==> config.mk <==
export PLATFORM = sky130hd
export DESIGN_NAME = decimator
export DESIGN_NICKNAME = d
export VERILOG_FILES = /design/src/rtl/decimator.sv
export SDC_FILE = /design/constraint.sdc
export NUM_CORES = 1
export LEC_CHECK = 0
export CORE_MARGIN = 2
export CORE_UTILIZATION = 52
export DETAILED_ROUTE_END_ITERATION = 12
export GPL_ROUTABILITY_DRIVEN = 0
export PLACE_DENSITY_LB_ADDON = 0.3
export SLEW_MARGIN = 10
export SYNTH_ARGS = -nofsm -noshare
export SYNTH_HDL_FRONTEND = slang
export SYNTH_SLANG_ARGS = --single-unit
==> constraint.sdc <==
create_clock -name clk -period 2.9 [get_ports clk]
set_input_delay 0.29 -clock clk [delete_from_list [all_inputs] [get_ports clk]]
set_output_delay 0.29 -clock clk [all_outputs]
set_load 0.03 [all_outputs]
==> src/rtl/decimator.sv <==
// Block-averaging decimator: sums N signed samples and emits the floored mean
// through a one-entry output register with valid/ready handshakes on both sides.
module decimator #(
   parameter int W = 16,
   parameter int N = 4
) (
   input  logic         clk,
   input  logic         reset,
   input  logic         x_valid,
   output logic         x_ready,
   input  logic [W-1:0] x_data,
   output logic         y_valid,
   input  logic         y_ready,
   output logic [W-1:0] y_data
);

   localparam int L = $clog2(N);
   localparam logic [L-1:0] CNT_LAST = L'(N - 1);

   typedef enum logic {EMPTY = 1'b0, FULL = 1'b1} state_t;

   state_t                state, state_nxt;
   logic [L-1:0]          cnt;
   logic signed [W+L-1:0] acc;
   logic signed [W+L-1:0] sum;
   logic                  x_fire, y_fire, blk_done;

   assign y_valid  = (state == FULL);
   // The last sample of a block may only enter when the output slot frees up.
   assign x_ready  = (cnt != CNT_LAST) || !y_valid || y_ready;
   assign x_fire   = x_valid && x_ready;
   assign y_fire   = y_valid && y_ready;
   assign blk_done = x_fire && (cnt == CNT_LAST);
   assign sum      = acc + {{L{x_data[W-1]}}, x_data};

   always_comb begin
      state_nxt = state;
      case (state)
         EMPTY:   if (blk_done) state_nxt = FULL;
         FULL:    if (!blk_done && y_fire) state_nxt = EMPTY;
         default: state_nxt = EMPTY;
      endcase
   end

   always_ff @(posedge clk) begin
      if (!reset) begin
         state  <= EMPTY;
         cnt    <= '0;
         acc    <= '0;
         y_data <= '0;
      end else begin
         state <= state_nxt;
         if (x_fire) begin
            // N is a power of two, so the L-bit counter wraps on its own.
            cnt <= cnt + 1'b1;
            if (blk_done) begin
               acc    <= '0;
               y_data <= W'(sum >>> L);
            end else begin
               acc <= sum;
            end
         end
      end
   end

endmodule

* Yosys cells after proc, flatten, opt, wreduce, memory -nomap -nowiden
Cells that the tools add are included.
Storage, ports and cells: register bits after elaboration 37, input port bits 20, word-level logic and storage cells 22
Cells by class: reduce and logical (&&, ||, !) cells 9, bitwise logic cells 1, add/sub/neg operators 2, equality and inequality tests 2, muxes and demuxes 4
Operator list (number):
- $add A18 B18 Y18 | 1
- $mux W18 | 1
- $logic_and A1 B1 Y1 | 4
- $add A2 B1 Y2 const B | 1
- $eq A2 B2 Y1 const B | 1
- $logic_not A1 Y1 | 2
- $logic_or A1 B1 Y1 | 2
- $mux W1 | 2
- $ne A2 B2 Y1 const B | 1
- $pmux W1 S2 | 1
- $reduce_and A2 Y1 | 1
- $not A1 Y1 | 1

* Logic depth before layout (Yosys ltp)
Gate-level depths: netlist of run 1.
depth in word-level cells 9, mapped depth 9, gate-level depth less buffers 9

* Least setup slack after synthesis of run 1
OpenSTA, ideal clock, no wires.
kind register -> register, start point register cnt[0], end point register acc[17], setup time 0.095 ns, required time 2.805 ns, data arrival time 2.024 ns, slack 0.781 ns, stages on the path, launching flop included 10, buffers on the path 1, cell sequence dfxtp_1 -> ha_1 -> inv_2 -> or2_1 -> buf_2 -> nand2_2 -> nor2_1 -> nand2_1 -> or4b_1 -> o311ai_1
Between the ends: longest elaborated chain between the ends 6, elaborated cells between the ends (all ways) 7, classes of those cells 2 x eq/ne; 1 x mux; 4 x reduce/logical
RTL lines:
- from (decl) | line 23 | logic [L-1:0] cnt;
- from (signal assigned) | line 55 | cnt <= cnt + 1'b1;
- $ne A2 B2 Y1 * | line 30 | assign x_ready = (cnt != CNT_LAST) || !y_valid || y_ready;
- $logic_or A1 B1 Y1 * (2 in a row) | line 30
- via x_ready | line 10 | output logic x_ready,
- $logic_and A1 B1 Y1 * | line 31 | assign x_fire = x_valid && x_ready;
- $logic_and A1 B1 Y1 | line 33 | assign blk_done = x_fire && (cnt == CNT_LAST);
- $mux W18 | line 56 | if (blk_done) begin
- to (signal assigned) | line 60 | acc <= sum;
- to (decl) | line 24 | logic signed [W+L-1:0] acc;
The timed path passes the listed nets; every way through them passes the cells marked *. A chain may end at the register's enable or synchronous reset.

* Final worst setup path of run 1
start point input x_data[1], end point register acc[17]
Between the ends: longest elaborated chain between the ends 2
RTL lines:
- from (decl) | line 11 | input logic [W-1:0] x_data,
- $add A18 B18 Y18 | line 34 | assign sum = acc + {{L{x_data[W-1]}}, x_data};
- $mux W18 | line 56
Every way passes these cells.

==> results of run 1 <==
[path summary, 6_finish.rpt]
kind	end	from	slack [ns]
max	acc[17]	x_data[1]	0.50
min	y_data[5]	y_data[5]	0.46
max reg2reg	acc[10]	acc[0]	0.63
min reg2reg	y_data[5]	y_data[5]	0.46
[state kept, by name, summed over array words and instances (netlist names)]
register  count
y_valid       1
acc          18
y_data       16
cnt           2
[stage by stage]
stage | std cells | util, %
6_report | 352 | 67.5
3_3_place_gp | 345 | 65.3
2_1_floorplan | 258 | -
5_1_grt | 352 | 67.5
4_1_cts | 352 | 67.5
3_5_place_dp | 345 | 65.3
[power groups by stage]
stage / logic [uW] / registers (uW) / clock network, uW
global route: 470 / 576 / 397
CTS: 417 / 572 / 375
floorplan: 301 / 584 / 0
detailed placement: 413 / 584 / 0
finish: 420 / 572 / 364
global placement: 409 / 582 / 0
[layout make-up]
class	count	area (sq um)
well taps	50	62.6
fillers	350	1290
multi-input cells	206	1340
inverters	7	26.3
clock buffers	7	86.3
repair buffers	45	430
flip-flops and latches	37	741
[cells by family (layout without fill, tap and decap cells)]
group	after synthesis	in the layout	synth area share, %
compound gates	85	85	25.8
buf+inv	15	59	2.70
xor+xnor	12	12	5.57
flops	37	37	34.7
fa+ha+maj	19	19	11.5
simple gates	90	90	19.7
[layout by cell type, fill, tap and decap left out, types with 2 or more instances in the layout]
cell type | Yosys | layout
dfxtp_1 | 37 | 37
o31ai_1 | 5 | 5
nor3_1 | 3 | 3
o211ai_1 | 4 | 4
and2_1 | 2 | 2
nand3_1 | 14 | 14
a21o_1 | 3 | 3
clkbuf_8 | 0 | 6
xnor2_1 | 6 | 6
a211oi_1 | 3 | 3
nor2_1 | 20 | 20
o21a_1 | 2 | 2
and3b_1 | 2 | 2
ha_1 | 18 | 18
clkdlybuf4s50_1 | 0 | 37
nand2b_1 | 2 | 2
xor2_1 | 5 | 5
nand4_1 | 2 | 2
a21boi_0 | 4 | 4
o21ai_0 | 19 | 19
buf_4 | 0 | 8
and3_1 | 3 | 3
o21bai_1 | 2 | 2
a22oi_1 | 3 | 3
or3_1 | 3 | 3
a32oi_1 | 2 | 2
a21oi_1 | 25 | 25
nand2_1 | 33 | 33
inv_1 | 6 | 6
[metal layers]
metal | vias to the layer above | share of wire, % | track usage, %
met2 | 61 | 47 | 40.3
li1 | 1029 | - | -
met4 | 0 | 2.7 | 11.0
met3 | 12 | 5.6 | 4.93
met1 | 944 | 45 | 29.7
met5 | - | 0 | 0
[critical path: stages]
cell and delay [ns]:
clkdlybuf4s50_1 0.47, ha_1 0.31, a21o_1 0.13, nand4_1 0.17, a211oi_2 0.32, o2111a_2 0.26
nor4_1 0.05, or4b_1 0.50, o311ai_1 0.09
==> results.sh, run 1 <==
export IMPL_status="finished, final reports clean"
export IMPL_clockPowerShare_pct=26.8
export IMPL_die_x_um=68.1
export IMPL_syn_area_sq_um=2130
export IMPL_dp_hpwl_um=3810
export IMPL_routed_wl_um=5060
export IMPL_rsz0062_at_grt="no"
export IMPL_yosysMostFrequentCell="dfxtp_1"
export IMPL_fin_tns_setup_ns=0
export IMPL_setup_viol=0
export IMPL_ir_drop_uv=355
export IMPL_total_power_uw=1360
export IMPL_finalInstanceArea_sq_um=2680
export IMPL_clkTransAtPathRegs_ns=0.07
export IMPL_grt_pass1_wl_um=8370
export IMPL_synthCells=258
export IMPL_seq_area_frac_synth_pct=34.7
export IMPL_htree_levels=2
export IMPL_cts_setup_buffers=0
export IMPL_postPlaceCellArea_sq_um=2590
export IMPL_cts_tree="yes"
export IMPL_rows=23
export IMPL_holdBufCountCts=0
export IMPL_grt_pass1_vias=1927
export IMPL_period_minus_slack_ns=2.40
export IMPL_start_util_pct=53.7
export IMPL_antenna_found_initial=0
export IMPL_yosysWarnings=0
export IMPL_crit_required_ns=3.10
export IMPL_drt_pass1_iterations=4
export IMPL_fmax_ghz=0.416
export IMPL_r2r_cells=9
export IMPL_worstSetupPathType="input port to register"
export IMPL_synthDistinctLibCells=50
export IMPL_synth_edff_count=0
export IMPL_yosys_area_top_type="dfxtp_1"
export IMPL_tightest_slew_ns=0.461
export IMPL_grt_ovfl_total=0
export IMPL_cts_inserted_buffers=5
export IMPL_preCtsSetupSlack_ns=0.189
export IMPL_clkLatencyLatePin_ns=0.29
export IMPL_core_area_sq_um=3970
export IMPL_min_path_type="register to register"
export IMPL_synth_top_area_share_pct=34.7
export IMPL_cts_root_buffer="clkbuf_8"
export IMPL_power_switching_uw=429
export IMPL_layout_drive_gt1_share_pct=7.28
export IMPL_drv_slew=0
export IMPL_holdPathStages=2
export IMPL_clock_path_buffers=2
export IMPL_crit_path_end_kind="register"
export IMPL_wire_per_inst_um=14.4
export IMPL_ys_seq_elements=37
export IMPL_pwr_share_comb_pct=31.0
export IMPL_drc=0
export IMPL_avgSynthCellArea_sq_um=8.27
export IMPL_vias_per_cell=5.81
export IMPL_post_route_period_util_pct=82.8
export IMPL_maxCapViolCount=0
export IMPL_intPower_uw=927
export IMPL_switching_share_pct=31.6
export IMPL_dieHeight_um=68.1
export IMPL_worstPathArrival_ns=2.60
export IMPL_startpoint_type="input port"
export IMPL_finalWorstSetupSlack_ns=0.498
export IMPL_pin_count=38
export IMPL_grt_total_usage_pct=24.1
export IMPL_cp_max_fo=3
export IMPL_io_buffers=37
export IMPL_fin_hold_ws_ns=0.456
export IMPL_seq_power_share_pct=42.2
export IMPL_ant_nets=0
export IMPL_power_density_nw_per_um2=506
export IMPL_cts_resized=0
export IMPL_slew_limit_headroom_pct=69.2
export IMPL_ys_flop_type="dfxtp_1"
export IMPL_drt_iter0_drc=189
export IMPL_num_nets_final=341
export IMPL_vias=2046
export IMPL_synthTopCellsByArea="dfxtp_1, ha_1, a21oi_1, nand2_1, o21ai_0"
export IMPL_syn2layout_area_growth_pct=25.7
export IMPL_syn_nets=297
export IMPL_dieArea_sq_um=4630
export IMPL_diodes=0
export IMPL_ys_top_cells_by_count="dfxtp_1, nand2_1, a21oi_1, nor2_1, o21ai_0"
export IMPL_p_leak_uw=0.00108
export IMPL_clkSinkCount=37
export IMPL_hold_viol_final=0
export IMPL_async_flop_share_pct=0
export IMPL_grt_max_degree=18
export IMPL_fin_worst_skew_ns=0.00378
(Power assumes the default switching activity.)
==> inputs of run 2 (changes only) <==
--- a/config.mk
+++ b/config.mk
@@ -6,7 +6,7 @@
 export NUM_CORES = 1
 export LEC_CHECK = 0
 export CORE_MARGIN = 2
-export CORE_UTILIZATION = 52
+export CORE_UTILIZATION = 47
 export DETAILED_ROUTE_END_ITERATION = 12
 export GPL_ROUTABILITY_DRIVEN = 0
 export PLACE_DENSITY_LB_ADDON = 0.3
==> constraint.sdc (replaced) <==
create_clock -name clk -period 2.11 [get_ports clk]
set_input_delay 0.211 -clock clk [delete_from_list [all_inputs] [get_ports clk]]
set_output_delay 0.211 -clock clk [all_outputs]
set_load 0.03 [all_outputs]
==> run 2 against run 1 <==
The run now ends with negative setup slack left. Worst setup slack worse by 0.57 ns. Sequential share of layout area down 4.8 points. Global-route usage up 0.88 points. Combinational power up 100%. Final area up 22%. Die area up 10%. Via count up 13%. Sequential power up 39%. Cell count up 15%.
==> results.sh, run 2 (synthesis results as in run 1) <==
export IMPL_io_buffers=37
export IMPL_layout_drive_gt1_share_pct=29.2
export IMPL_regMostFlops="acc"
export IMPL_ir_drop_uv=449
export IMPL_period_minus_slack_ns=2.19
export IMPL_fillers=310
export IMPL_power_density_nw_per_um2=680
export IMPL_ant_nets=0
export IMPL_critPathTopFamily="compound AO/OA/AOI/OAI gates"
export IMPL_startpoint_type="register"
export IMPL_critPathBufInv=0
export IMPL_p_leak_uw=0.00134
export IMPL_start_util_pct=49.0
export IMPL_drt_iter0_drc=116
export IMPL_routed_wl_um=6520
export IMPL_clkSinkCount=37
export IMPL_grt_pass1_vias=2145
export IMPL_dieHeight_um=71.4
export IMPL_core_area_sq_um=4350
export IMPL_post_route_period_util_pct=104
export IMPL_cp_max_fo=3
export IMPL_largest_reg_flops=18
export IMPL_cp_slowest_cell="or4b_1"
export IMPL_fin_tns_setup_ns=-0.105
export IMPL_crit_required_ns=2.32
export IMPL_dieArea_sq_um=5090
export IMPL_syn2layout_area_growth_pct=52.8
export IMPL_fmax_ghz=0.457
export IMPL_dp_hpwl_um=4470
export IMPL_worstPathArrival_ns=2.40
export IMPL_preCtsSetupSlack_ns=-0.538
export IMPL_multi_input_area_sq_um=1520
export IMPL_reg2reg_slack_ns=-0.08
export IMPL_htree_levels=2
export IMPL_wire_per_inst_um=16.1
export IMPL_worstSetupPathType="register to register"
export IMPL_slew_limit_headroom_pct=75.0
export IMPL_mostFrequentLayoutCells="buf_4, dfxtp_1, clkdlybuf4s50_1"
export IMPL_vias=2315
export IMPL_reg_top3="acc x18, y_data x16, cnt x2"
export IMPL_cts_inserted_buffers=5
export IMPL_max_stage_delay_ns=0.49
export IMPL_grt_ovfl_total=0
export IMPL_drc=0
export IMPL_clock_path_buffers=2
export IMPL_fin_worst_skew_ns=0.00514
export IMPL_seq_area_sq_um=744
export IMPL_rows=24
export IMPL_crit_chain="ha_4, a21o_1, nand4_1, a211oi_4, o2111a_2, nor4_2, or4b_1, o311ai_2"
export IMPL_clkTransAtPathRegs_ns=0.07
export IMPL_grt_max_degree=15
export IMPL_finalWorstSetupSlack_ns=-0.0758
export IMPL_cts_tree="yes"
export IMPL_fin_cells=405
export IMPL_finalInstanceArea_sq_um=3260
export IMPL_grt_total_usage_pct=25.0
export IMPL_placedCellCount=388
export IMPL_vias_per_cell=5.72
export IMPL_tightest_slew_ns=0.375
export IMPL_hold_viol_final=0
export IMPL_cts_root_buffer="clkbuf_8"
export IMPL_antenna_found_initial=0
export IMPL_drv_slew=0
export IMPL_diodes=0
export IMPL_crit_path_end_kind="register"
export IMPL_min_path_type="register to register"
export IMPL_postPlaceCellArea_sq_um=2910
export IMPL_pin_count=38
export IMPL_num_nets_final=391
export IMPL_final_common_cell="buf_4"
export IMPL_setup_viol=3
export IMPL_die_x_um=71.4
export IMPL_drt_pass1_iterations=4
export IMPL_maxCapViolCount=0
export IMPL_violations="negative setup slack"
export IMPL_grt_pass1_wl_um=9810
export IMPL_status="complete, but fails checks"
export IMPL_clkLatencyLatePin_ns=0.30
export IMPL_rsz0062_at_grt="yes"
==> run 2: through the flow <==
stage	hold slack [ns]	power (uW)	utilization, %
after floorplan	0.429	1220	-
after CTS	0.463	2130	71.6
after global placement	0.438	1500	66.8
after global routing	0.496	2320	74.9
after detailed placement	0.450	1520	66.8
final	0.465	2210	74.9
==> run 2: timing repair <==
item / in CTS / in global routing
gates resized for setup: 19 / 33
setup endpoints to repair: 13 / 19
setup buffers: 5 / 5
pin swaps: 20 / 33
hold buffers: 0 / 0
==> run 2: layer usage <==
metal / part of all wire (%) / GRT usage, %
met1: 40 / 27.6
met2: 53 / 46.8
met3: 4.8 / 5.06
met4: 1.7 / 9.22
met5: 0 / 0
==> run 2: worst min-delay path: stages, from the launching register on <==
cell and delay [ns]:
dfxtp_1 0.31, nand2_1 0.05, a21oi_1 0.05
==> run 2: cell type report <==
cell class	count	area share [%]
clock buffers	7	2.96
clock inverters	1	0.154
flip-flops and latches	37	22.8
inverters	7	0.806
well taps	52	2.00
repair buffers	95	24.7
multi-input cells	206	46.5
==> run 2: worst paths after layout <==
path	from	endpoint	depth (start not counted)
setup / recovery	acc[1]	acc[17]	8
hold / removal	y_data[5]	y_data[5]	2
setup reg to reg	acc[1]	acc[17]	8
hold reg to reg	y_data[5]	y_data[5]	2
==> run 2: report_power, final <==
part	internal [uW]	total, uW	switching, uW	leakage (uW)
clock	295	568	273	0.0000542
sequential	756	796	40.3	0.000303
combinational	435	851	416	0.000981
